<file path="config.mk">
export PLATFORM = sky130hd
export DESIGN_NAME = uart_tx_arbiter_flat
export DESIGN_NICKNAME = d
export VERILOG_FILES = /design/src/rtl/uart_tx_arbiter_if.sv /design/src/rtl/uart_tx_arbiter.sv /design/src/flat_wrapper.sv
export SDC_FILE = /design/constraint.sdc
export NUM_CORES = 1
export LEC_CHECK = 0
export ABC_AREA = 1
export CAP_MARGIN = 20
export CORE_UTILIZATION = 48
export CTS_CLUSTER_SIZE = 8
export DETAILED_ROUTE_END_ITERATION = 8
export MAX_ROUTING_LAYER = met4
export PLACE_DENSITY = 0.86
export SLEW_MARGIN = 20
export SYNTH_ARGS = -nofsm -noshare
export SYNTH_HDL_FRONTEND = slang
export SYNTH_SLANG_ARGS = --single-unit
</file>
<file path="constraint.sdc">
create_clock -name clk -period 2.9 [get_ports clk]
set_input_delay 0.435 -clock clk [delete_from_list [all_inputs] [get_ports clk]]
set_output_delay 0.435 -clock clk [all_outputs]
set_load 0.02 [all_outputs]
</file>
<file path="src/rtl/uart_tx_arbiter_if.sv">
// Handshake bundle between byte-stream requesters, the TX arbiter
// and the UART TX FIFO write port.
interface uart_tx_arbiter_if #(
  parameter int NUM_REQ = 4
);
  logic [NUM_REQ-1:0]   req_valid;
  logic [8*NUM_REQ-1:0] req_data;
  logic [NUM_REQ-1:0]   req_last;
  logic [NUM_REQ-1:0]   req_ready;
  logic                 fifo_wr_en;
  logic [7:0]           fifo_din;
  logic                 fifo_full;
  logic [NUM_REQ-1:0]   grant;
  logic                 busy;

  modport master (
    output req_valid,
    output req_data,
    output req_last,
    output fifo_full,
    input  req_ready,
    input  fifo_wr_en,
    input  fifo_din,
    input  grant,
    input  busy
  );

  modport slave (
    input  req_valid,
    input  req_data,
    input  req_last,
    input  fifo_full,
    output req_ready,
    output fifo_wr_en,
    output fifo_din,
    output grant,
    output busy
  );
endinterface

</file>
<file path="src/rtl/uart_tx_arbiter.sv">
// Burst-granular round-robin arbiter sharing the UART TX FIFO write port.
// Define UART_ARB_TAG_EN to prefix each grant with a {4'hA, id} header byte.
module uart_tx_arbiter #(
  parameter int NUM_REQ   = 4,
  parameter int MAX_BURST = 16
) (
  input  logic              clk,
  input  logic              reset,
  uart_tx_arbiter_if.slave  bus
);

  localparam int IW = (NUM_REQ > 1) ? $clog2(NUM_REQ) : 1;

  localparam logic [1:0] S_IDLE  = 2'd0;
  localparam logic [1:0] S_BURST = 2'd2;
`ifdef UART_ARB_TAG_EN
  localparam logic [1:0] S_TAG   = 2'd1;
`endif

  logic [1:0]         state_q, state_d;
  logic [NUM_REQ-1:0] grant_q, grant_d;
  logic [IW-1:0]      gidx_q, gidx_d;
  logic [IW-1:0]      rr_q, rr_d;
  logic [7:0]         cnt_q, cnt_d;

  logic               sel_found;
  logic [IW-1:0]      sel_idx;
  logic               own_valid;
  logic               own_last;
  logic [7:0]         own_data;
  logic               xfer;
  logic               burst_end;
  logic [IW-1:0]      nxt_ptr;
`ifdef UART_ARB_TAG_EN
  logic [3:0]         tag_id;
`endif

  // First valid requester at or after rr_q, wrapping modulo NUM_REQ.
  always_comb begin
    int k;
    logic [IW-1:0] kk;
    sel_found = 1'b0;
    sel_idx   = '0;
    k         = 0;
    kk        = '0;
    for (int i = 0; i < NUM_REQ; i++) begin
      k = int'(rr_q) + i;
      if (k >= NUM_REQ) k = k - NUM_REQ;
      kk = IW'(k);
      if (!sel_found && bus.req_valid[kk]) begin
        sel_found = 1'b1;
        sel_idx   = kk;
      end
    end
  end

  assign own_valid = bus.req_valid[gidx_q];
  assign own_last  = bus.req_last[gidx_q];
  assign own_data  = bus.req_data[{gidx_q, 3'b000} +: 8];
  assign nxt_ptr   = (int'(gidx_q) == NUM_REQ - 1) ? '0 : gidx_q + 1'b1;
`ifdef UART_ARB_TAG_EN
  assign tag_id    = 4'(gidx_q);
`endif

  always_comb begin
    bus.req_ready  = '0;
    bus.fifo_wr_en = 1'b0;
    bus.fifo_din   = 8'h00;
    xfer           = 1'b0;
    case (state_q)
      S_BURST: begin
        bus.req_ready  = grant_q & {NUM_REQ{~bus.fifo_full}};
        xfer           = own_valid & ~bus.fifo_full;
        bus.fifo_wr_en = xfer;
        bus.fifo_din   = xfer ? own_data : 8'h00;
      end
`ifdef UART_ARB_TAG_EN
      S_TAG: begin
        bus.fifo_wr_en = ~bus.fifo_full;
        bus.fifo_din   = bus.fifo_full ? 8'h00 : {4'hA, tag_id};
      end
`endif
      default: begin
        bus.req_ready  = '0;
      end
    endcase
  end

  // Tag byte is not a data byte, so it never touches cnt_q.
  assign burst_end = xfer &
                     (own_last | (cnt_q == 8'(MAX_BURST - 1)));

  always_comb begin
    state_d = state_q;
    grant_d = grant_q;
    gidx_d  = gidx_q;
    rr_d    = rr_q;
    cnt_d   = cnt_q;
    case (state_q)
      S_IDLE: begin
        if (sel_found) begin
          grant_d = NUM_REQ'(1) << sel_idx;
          gidx_d  = sel_idx;
          cnt_d   = 8'd0;
`ifdef UART_ARB_TAG_EN
          state_d = S_TAG;
`else
          state_d = S_BURST;
`endif
        end
      end
`ifdef UART_ARB_TAG_EN
      S_TAG: begin
        if (!bus.fifo_full) state_d = S_BURST;
      end
`endif
      S_BURST: begin
        if (burst_end) begin
          state_d = S_IDLE;
          grant_d = '0;
          gidx_d  = '0;
          cnt_d   = 8'd0;
          rr_d    = nxt_ptr;
        end else if (xfer) begin
          cnt_d   = cnt_q + 8'd1;
        end
      end
      default: begin
        state_d = S_IDLE;
        grant_d = '0;
        gidx_d  = '0;
        cnt_d   = 8'd0;
      end
    endcase
  end

  always_ff @(posedge clk or posedge reset) begin
    if (reset) begin
      state_q <= S_IDLE;
      grant_q <= '0;
      gidx_q  <= '0;
      rr_q    <= '0;
      cnt_q   <= 8'd0;
    end else begin
      state_q <= state_d;
      grant_q <= grant_d;
      gidx_q  <= gidx_d;
      rr_q    <= rr_d;
      cnt_q   <= cnt_d;
    end
  end

  assign bus.grant = grant_q;
  assign bus.busy  = (state_q != S_IDLE);

  a_no_overflow: assert property (
    @(posedge clk) disable iff (reset)
    bus.fifo_full |-> !bus.fifo_wr_en);

  a_grant_onehot: assert property (
    @(posedge clk) disable iff (reset)
    $onehot0(grant_q));

  a_ready_owner: assert property (
    @(posedge clk) disable iff (reset)
    (bus.req_ready & ~grant_q) == '0);

endmodule

</file>
<file path="src/flat_wrapper.sv">
// flat-port wrapper written by rule: the top's interface ports become plain ports
module uart_tx_arbiter_flat 
#(
  parameter int NUM_REQ   = 4,
  parameter int MAX_BURST = 16
)
  (clk, reset, bus_req_valid, bus_req_data, bus_req_last, bus_fifo_full, bus_req_ready, bus_fifo_wr_en, bus_fifo_din, bus_grant, bus_busy);
  uart_tx_arbiter_if #(.NUM_REQ(NUM_REQ)) bus_i ();
  input  logic clk;
  input  logic reset;
  input wire logic [$bits(bus_i.req_valid)-1:0] bus_req_valid;
  input wire logic [$bits(bus_i.req_data)-1:0] bus_req_data;
  input wire logic [$bits(bus_i.req_last)-1:0] bus_req_last;
  input wire logic [$bits(bus_i.fifo_full)-1:0] bus_fifo_full;
  output wire logic [$bits(bus_i.req_ready)-1:0] bus_req_ready;
  output wire logic [$bits(bus_i.fifo_wr_en)-1:0] bus_fifo_wr_en;
  output wire logic [$bits(bus_i.fifo_din)-1:0] bus_fifo_din;
  output wire logic [$bits(bus_i.grant)-1:0] bus_grant;
  output wire logic [$bits(bus_i.busy)-1:0] bus_busy;
  assign bus_i.req_valid = bus_req_valid;
  assign bus_i.req_data = bus_req_data;
  assign bus_i.req_last = bus_req_last;
  assign bus_i.fifo_full = bus_fifo_full;
  assign bus_req_ready = bus_i.req_ready;
  assign bus_fifo_wr_en = bus_i.fifo_wr_en;
  assign bus_fifo_din = bus_i.fifo_din;
  assign bus_grant = bus_i.grant;
  assign bus_busy = bus_i.busy;
  uart_tx_arbiter #(.NUM_REQ(NUM_REQ), .MAX_BURST(MAX_BURST)) u_core (.clk(clk), .reset(reset), .bus(bus_i));
endmodule
</file>
==> flow_metrics.env, run 1 <==
export IMPL_rows=20
export IMPL_clk_latency_ns=0.30
export IMPL_wl_mm=4.07
export IMPL_synth_top_family_by_area="simple AND/OR/NAND/NOR gates"
export IMPL_worstMarginPinSlew_ns=0.641
export IMPL_worstPathArrival_ns=2.29
export IMPL_pin_count=61
export IMPL_crit_chain="clkdlybuf4s50_1 > inv_1 > a21oi_1 > o21ai_1 > nand2_1 > nand2_2 > a21oi_1 > clkdlybuf4s50_1"
export IMPL_clock_path_buffers=2
export IMPL_fin_crit_sh_pct=94.1
export IMPL_place_gp_congestion=0.834
export IMPL_yosysUniqueCellTypes=28
export IMPL_synth_seq_area_share_pct=26.7
export IMPL_finClkSkew_ns=0.00130
export IMPL_mostFrequentLayoutCells="60 x clkdlybuf4s50_1, 53 x nand2_1, 50 x nor2_1"
export IMPL_setup_viol=0
export IMPL_place_hpwl_mm=3.23
export IMPL_io_buffers=60
export IMPL_synth_fa_ha_area_share_pct=1.57
export IMPL_grt_pass1_wl_mm=6.62
export IMPL_status="finished clean"
export IMPL_grt_pass1_vias=1569
export IMPL_crit_required_ns=2.47
export IMPL_first_pass_iters=4
export IMPL_min_period_ns=2.73
export IMPL_max_freq_ghz=0.366
export IMPL_h_tree_depth=1
export IMPL_num_vias=1715
export IMPL_viasPerCell=4.91
export IMPL_rsz0062_at_grt="no"
export IMPL_worstHoldPathType="in -> async"
export IMPL_synthSimpleGateAreaFrac_pct=45.3
export IMPL_synthToLayoutAreaGrowth_pct=42.1
export IMPL_initial_core_util_pct=51.3
export IMPL_final_common_cell="clkdlybuf4s50_1"
export IMPL_cp_max_fo=10
export IMPL_maxCapViolations=0
export IMPL_grt_max_degree=19
export IMPL_path_class="in -> out"
export IMPL_syn_inst=244
export IMPL_drive_above_1_share_pct=13.8
export IMPL_finalHoldViolations=0
export IMPL_cts_buffers=3
export IMPL_die_w_um=59.6
export IMPL_power_leakage_nw=1.02
export IMPL_cp_slowest_cell="clkdlybuf4s50_1"
export IMPL_post_drt_wl_per_cell_um=11.6
export IMPL_power_total_mw=1.94
export IMPL_syn_nets=289
export IMPL_slew_violations=0
export IMPL_ant_nets=0
export IMPL_max_stage_delay_ns=0.62
export IMPL_power_density_nw_per_um2=859
export IMPL_syn_area_per_cell_um2=6.52
export IMPL_reg2reg_slack_ns=1.06
export IMPL_drt_iter0_drc=106
export IMPL_clock_sinks=17
export IMPL_remaining_drc_errors=0
export IMPL_core_um2=3100
export IMPL_ys_warn_count=0
export IMPL_maxSlewHeadroom_pct=57.2
export IMPL_cts_tree="done"
export IMPL_fin_nets=351
export IMPL_dieArea_um2=3550
export IMPL_ir_drop_uv=382
export IMPL_nFillCells=292
export IMPL_synth_compound_area_share_pct=17.3
export IMPL_grt_use_total_pct=25.4
export IMPL_ctsRootBufferMaster="clkbuf_4"
export IMPL_die_y_um=59.6
export IMPL_clk_pin_slew_ns=0.10
export IMPL_cp_end_kind="primary output"
export IMPL_gr_total_overflow=0
export IMPL_ys_ff_latch=17
export IMPL_finalSetupTns_ns=0
export IMPL_netlist_area_um2=1590
export IMPL_num_antenna_cells=0
export IMPL_synth_mux_area_share_pct=0
export IMPL_synth_xor_area_share_pct=0.550
export IMPL_antenna_found_initial=0
export IMPL_start_kind="primary input"
==> repair_timing <==
item | 4_1_cts | 5_1_grt
gates resized for setup | 0 | 1
hold buffers | 0 | 0
endpoints found under the setup margin | 0 | 8
buffers inserted | 0 | 0
==> worst max-delay path: cells and delay by family <==
family	cells	cell delay (ns)
AOI/OAI and AO/OA	3	0.43
buffers and inverters	3	1.17
and+or+nand+nor	2	0.27
==> through the flow <==
stage / worst slack [ns] / hold WS, ns / cells / instance area (µm²) / util (%)
global placement: 0.202 / 0.504 / 345 / 2230 / 72.0
global route: 0.00741 / 0.536 / 349 / 2260 / 72.9
detailed placement: 0.174 / 0.512 / 345 / 2230 / 72.0
finish: 0.171 / 0.509 / 349 / 2260 / 72.9
CTS: 0.120 / 0.518 / 349 / 2260 / 72.9
floorplan: 0.977 / 0.361 / 244 / 1590 / -
==> power by group <==
part	internal (mW)	switching, mW	total (mW)
clock	0.0537	0.0787	0.132
combinational	0.561	0.829	1.39
sequential	0.309	0.112	0.421
total	0.924	1.02	1.94
==> logic make-up after synthesis <==
| family | Yosys count |
|---|---|
| adders and majority gates | 2 |
| DFF | 17 |
| buffers and inverters | 31 |
| and+or+nand+nor | 146 |
| AOI/OAI and AO/OA | 47 |
| xor gates and xnor gates | 1 |
==> final timing paths <==
path | from | to | cells after the start
min | reset | u_core.bus.grant[0] | 2
max | bus_req_valid[2] | bus_fifo_din[6] | 8
min reg2reg | u_core.cnt_q[0] | u_core.cnt_q[0] | 1
max reg2reg | u_core.gidx_q[1] | u_core.cnt_q[6] | 9
max in group asynchronous | reset | u_core.gidx_q[1] | 2
min in group clk | u_core.cnt_q[0] | u_core.cnt_q[0] | 1
==> registers in the layout (all words and copies together), names as in the netlist <==
name / cells
u_core.bus.grant: 4
u_core.cnt_q: 8
u_core.rr_q: 2
u_core.gidx_q: 2
u_core.state_q: 1
==> layout make-up <==
type | count | area [µm²] | share of cell area, %
inverters | 23 | 86.3 | 3.82
flip-flops and latches | 17 | 427 | 18.9
repair buffers | 65 | 638 | 28.2
well taps | 44 | 55.1 | 2.43
multi-input cells | 196 | 1030 | 45.5
clock buffers | 4 | 26.3 | 1.16
==> layer usage <==
layer	track usage (%)	part of all wire, %	up-vias
met3	5.02	2.6	2
li1	-	-	910
met2	47.4	54	28
met5	-	0	-
met1	27.7	43	775
met4	5.32	0.30	0
==> Yosys cell counts (all sizes together) <==
library cell | number | area share (%)
a21oi | 13 | 4.3
and2 | 1 | 0.39
buf | 7 | 2.9
clkbuf | 1 | 0.24
dfrtp | 17 | 27
ha | 2 | 1.6
inv | 23 | 5.4
nand2 | 66 | 21
nand3 | 22 | 7.9
nand3b | 3 | 2.2
nand4 | 2 | 0.79
nor2 | 52 | 13
o21ai | 33 | 13
o31ai | 1 | 0.47
xnor2 | 1 | 0.55
No activity file was read; power rests on OpenSTA's default activity.
==> run 2, diff against run 1 <==
--- a/config.mk
+++ b/config.mk
@@ -7,12 +7,13 @@
 export LEC_CHECK = 0
 export ABC_AREA = 1
 export CAP_MARGIN = 20
-export CORE_UTILIZATION = 48
+export CORE_UTILIZATION = 60
 export CTS_CLUSTER_SIZE = 8
 export DETAILED_ROUTE_END_ITERATION = 8
+export DONT_BUFFER_PORTS = 1
 export MAX_ROUTING_LAYER = met4
-export PLACE_DENSITY = 0.86
-export SLEW_MARGIN = 20
+export PLACE_DENSITY = 0.76
+export SLEW_MARGIN = 10
 export SYNTH_ARGS = -nofsm -noshare
 export SYNTH_HDL_FRONTEND = slang
 export SYNTH_SLANG_ARGS = --single-unit
==> flow_metrics.env, run 2 (same netlist as run 1, synthesis figures left out) <==
export IMPL_drt_iter0_drc=21
export IMPL_clock_sinks=17
export IMPL_die_y_um=53.5
export IMPL_cts_setup_buffers=0
export IMPL_dieArea_um2=2860
export IMPL_crit_top_cell="a21oi_1"
export IMPL_finalSetupTns_ns=0
export IMPL_power_total_mw=1.72
export IMPL_power_leakage_nw=0.782
export IMPL_synthToLayoutAreaGrowth_pct=1.42
export IMPL_num_vias=1553
export IMPL_cp_slowest_cell="dfrtp_1"
export IMPL_place_gp_congestion=0.809
export IMPL_clk_latency_ns=0.30
export IMPL_cts_buffers=3
export IMPL_rows=18
export IMPL_core_um2=2500
export IMPL_fin_nets=287
export IMPL_ctsRootBufferMaster="clkbuf_4"
export IMPL_slew_violations=0
export IMPL_place_hpwl_mm=2.80
export IMPL_grt_max_degree=23
export IMPL_whs_ns=0.0909
export IMPL_largest_reg_flops=8
export IMPL_ant_nets=0
export IMPL_maxCapViolations=0
export IMPL_viasPerCell=5.73
export IMPL_h_tree_depth=1
export IMPL_setup_viol=0
export IMPL_clk_pin_slew_ns=0.11
export IMPL_first_pass_iters=4
export IMPL_remaining_drc_errors=0
export IMPL_status="finished clean"
export IMPL_maxSlewHeadroom_pct=57.2
export IMPL_cts_hold_buffers_added=0
export IMPL_finalHoldViolations=0
export IMPL_wl_mm=3.47
export IMPL_cp_num_buf_inv=1
export IMPL_crit_required_ns=2.47
export IMPL_start_kind="flop"
export IMPL_gr_total_overflow=0
export IMPL_fin_crit_sh_pct=88.9
export IMPL_grt_pass1_vias=1418
export IMPL_grt_pass1_wl_mm=5.55
export IMPL_drive_above_1_share_pct=15.8
export IMPL_power_density_nw_per_um2=1070
export IMPL_clock_path_buffers=2
export IMPL_worstMarginPinSlew_ns=0.641
export IMPL_regMostFlops="u_core.cnt_q"
export IMPL_post_drt_wl_per_cell_um=12.8
export IMPL_rsz0062_at_grt="no"
export IMPL_post_cts_resize_count=0
export IMPL_cp_max_fo=13
export IMPL_grt_use_total_pct=27.1
export IMPL_final_cells=271
export IMPL_antenna_found_initial=0
export IMPL_io_buffers=0
export IMPL_cp_end_kind="primary output"
export IMPL_dpl_cell_area_um2=1590
export IMPL_stdcell_area_um2=1610
export IMPL_num_antenna_cells=0
export IMPL_place_ws_ns=0.622
export IMPL_mostFrequentLayoutCells="53 x nand2_1, 50 x nor2_1, 20 x o21ai_0"
export IMPL_pin_count=61
export IMPL_cts_tree="done"
export IMPL_ir_drop_uv=564
export IMPL_max_stage_delay_ns=0.56
export IMPL_worstPathArrival_ns=2.14
export IMPL_max_freq_ghz=0.388
export IMPL_dp_cells=267
export IMPL_final_common_cell="nand2_1"
export IMPL_finClkSkew_ns=0.00344
export IMPL_die_w_um=53.5
export IMPL_min_period_ns=2.58
export IMPL_path_class="reg -> out"
export IMPL_initial_core_util_pct=63.7
export IMPL_crit_chain="inv_1 > a21oi_1 > o21ai_1 > nand2_1 > nand2_2 > a21oi_1"
export IMPL_worstHoldPathType="in -> async"
export IMPL_fin_ws_ns=0.322
export IMPL_cp_top_family="compound AO/OA/AOI/OAI gates"
export IMPL_utilization_pct=64.6
## run 2: final cells by class
class,instances,area [µm²]
flip-flops and latches,17,425
fillers,238,886
clock inverters,1,5.00
inverters,23,86.3
multi-input cells,196,1030
repair buffers,1,7.51
well taps,30,37.5
clock buffers,3,22.5
## run 2: report_power, final
part / total, mW / switching, mW / leakage [nW] / internal [mW]
clock: 0.136 / 0.0841 / 0.0177 / 0.0515
combinational: 1.15 / 0.779 / 0.543 / 0.375
sequential: 0.435 / 0.127 / 0.221 / 0.308
## run 2: path summary, 6_finish.rpt
check / startpoint / end / slack, ns / cells past startpoint
worst max-delay path: u_core.gidx_q[1] / bus_fifo_din[7] / 0.32 / 6
worst min-delay path: reset / u_core.bus.grant[0] / 0.09 / 1
worst max register to register: u_core.gidx_q[1] / u_core.cnt_q[7] / 0.93 / 8
worst min register to register: u_core.cnt_q[0] / u_core.cnt_q[0] / 0.54 / 1
max in group asynchronous: reset / u_core.gidx_q[1] / 2.40 / 1
min in group clk: bus_fifo_full / u_core.rr_q[0] / 0.50 / 3
## run 2: worst register-to-register path: stages, from the launching register on
cell and delay, ns:
dfrtp_1 0.56, inv_1 0.26, a21oi_1 0.17, o21ai_1 0.08, nand2_1 0.11, nand2_2 0.22, nor2_2 0.31, nand2_1 0.09
o21ai_1 0.12
## run 2: per-layer routing
| layer | vias to the layer above | share of wire, % | track usage [%] |
|---|---|---|---|
| met5 | - | 0 | - |
| met4 | 0 | 0.75 | 3.95 |
| met3 | 2 | 6.2 | 6.61 |
| met2 | 59 | 52 | 51.9 |
| met1 | 708 | 41 | 28.1 |
| li1 | 784 | - | - |
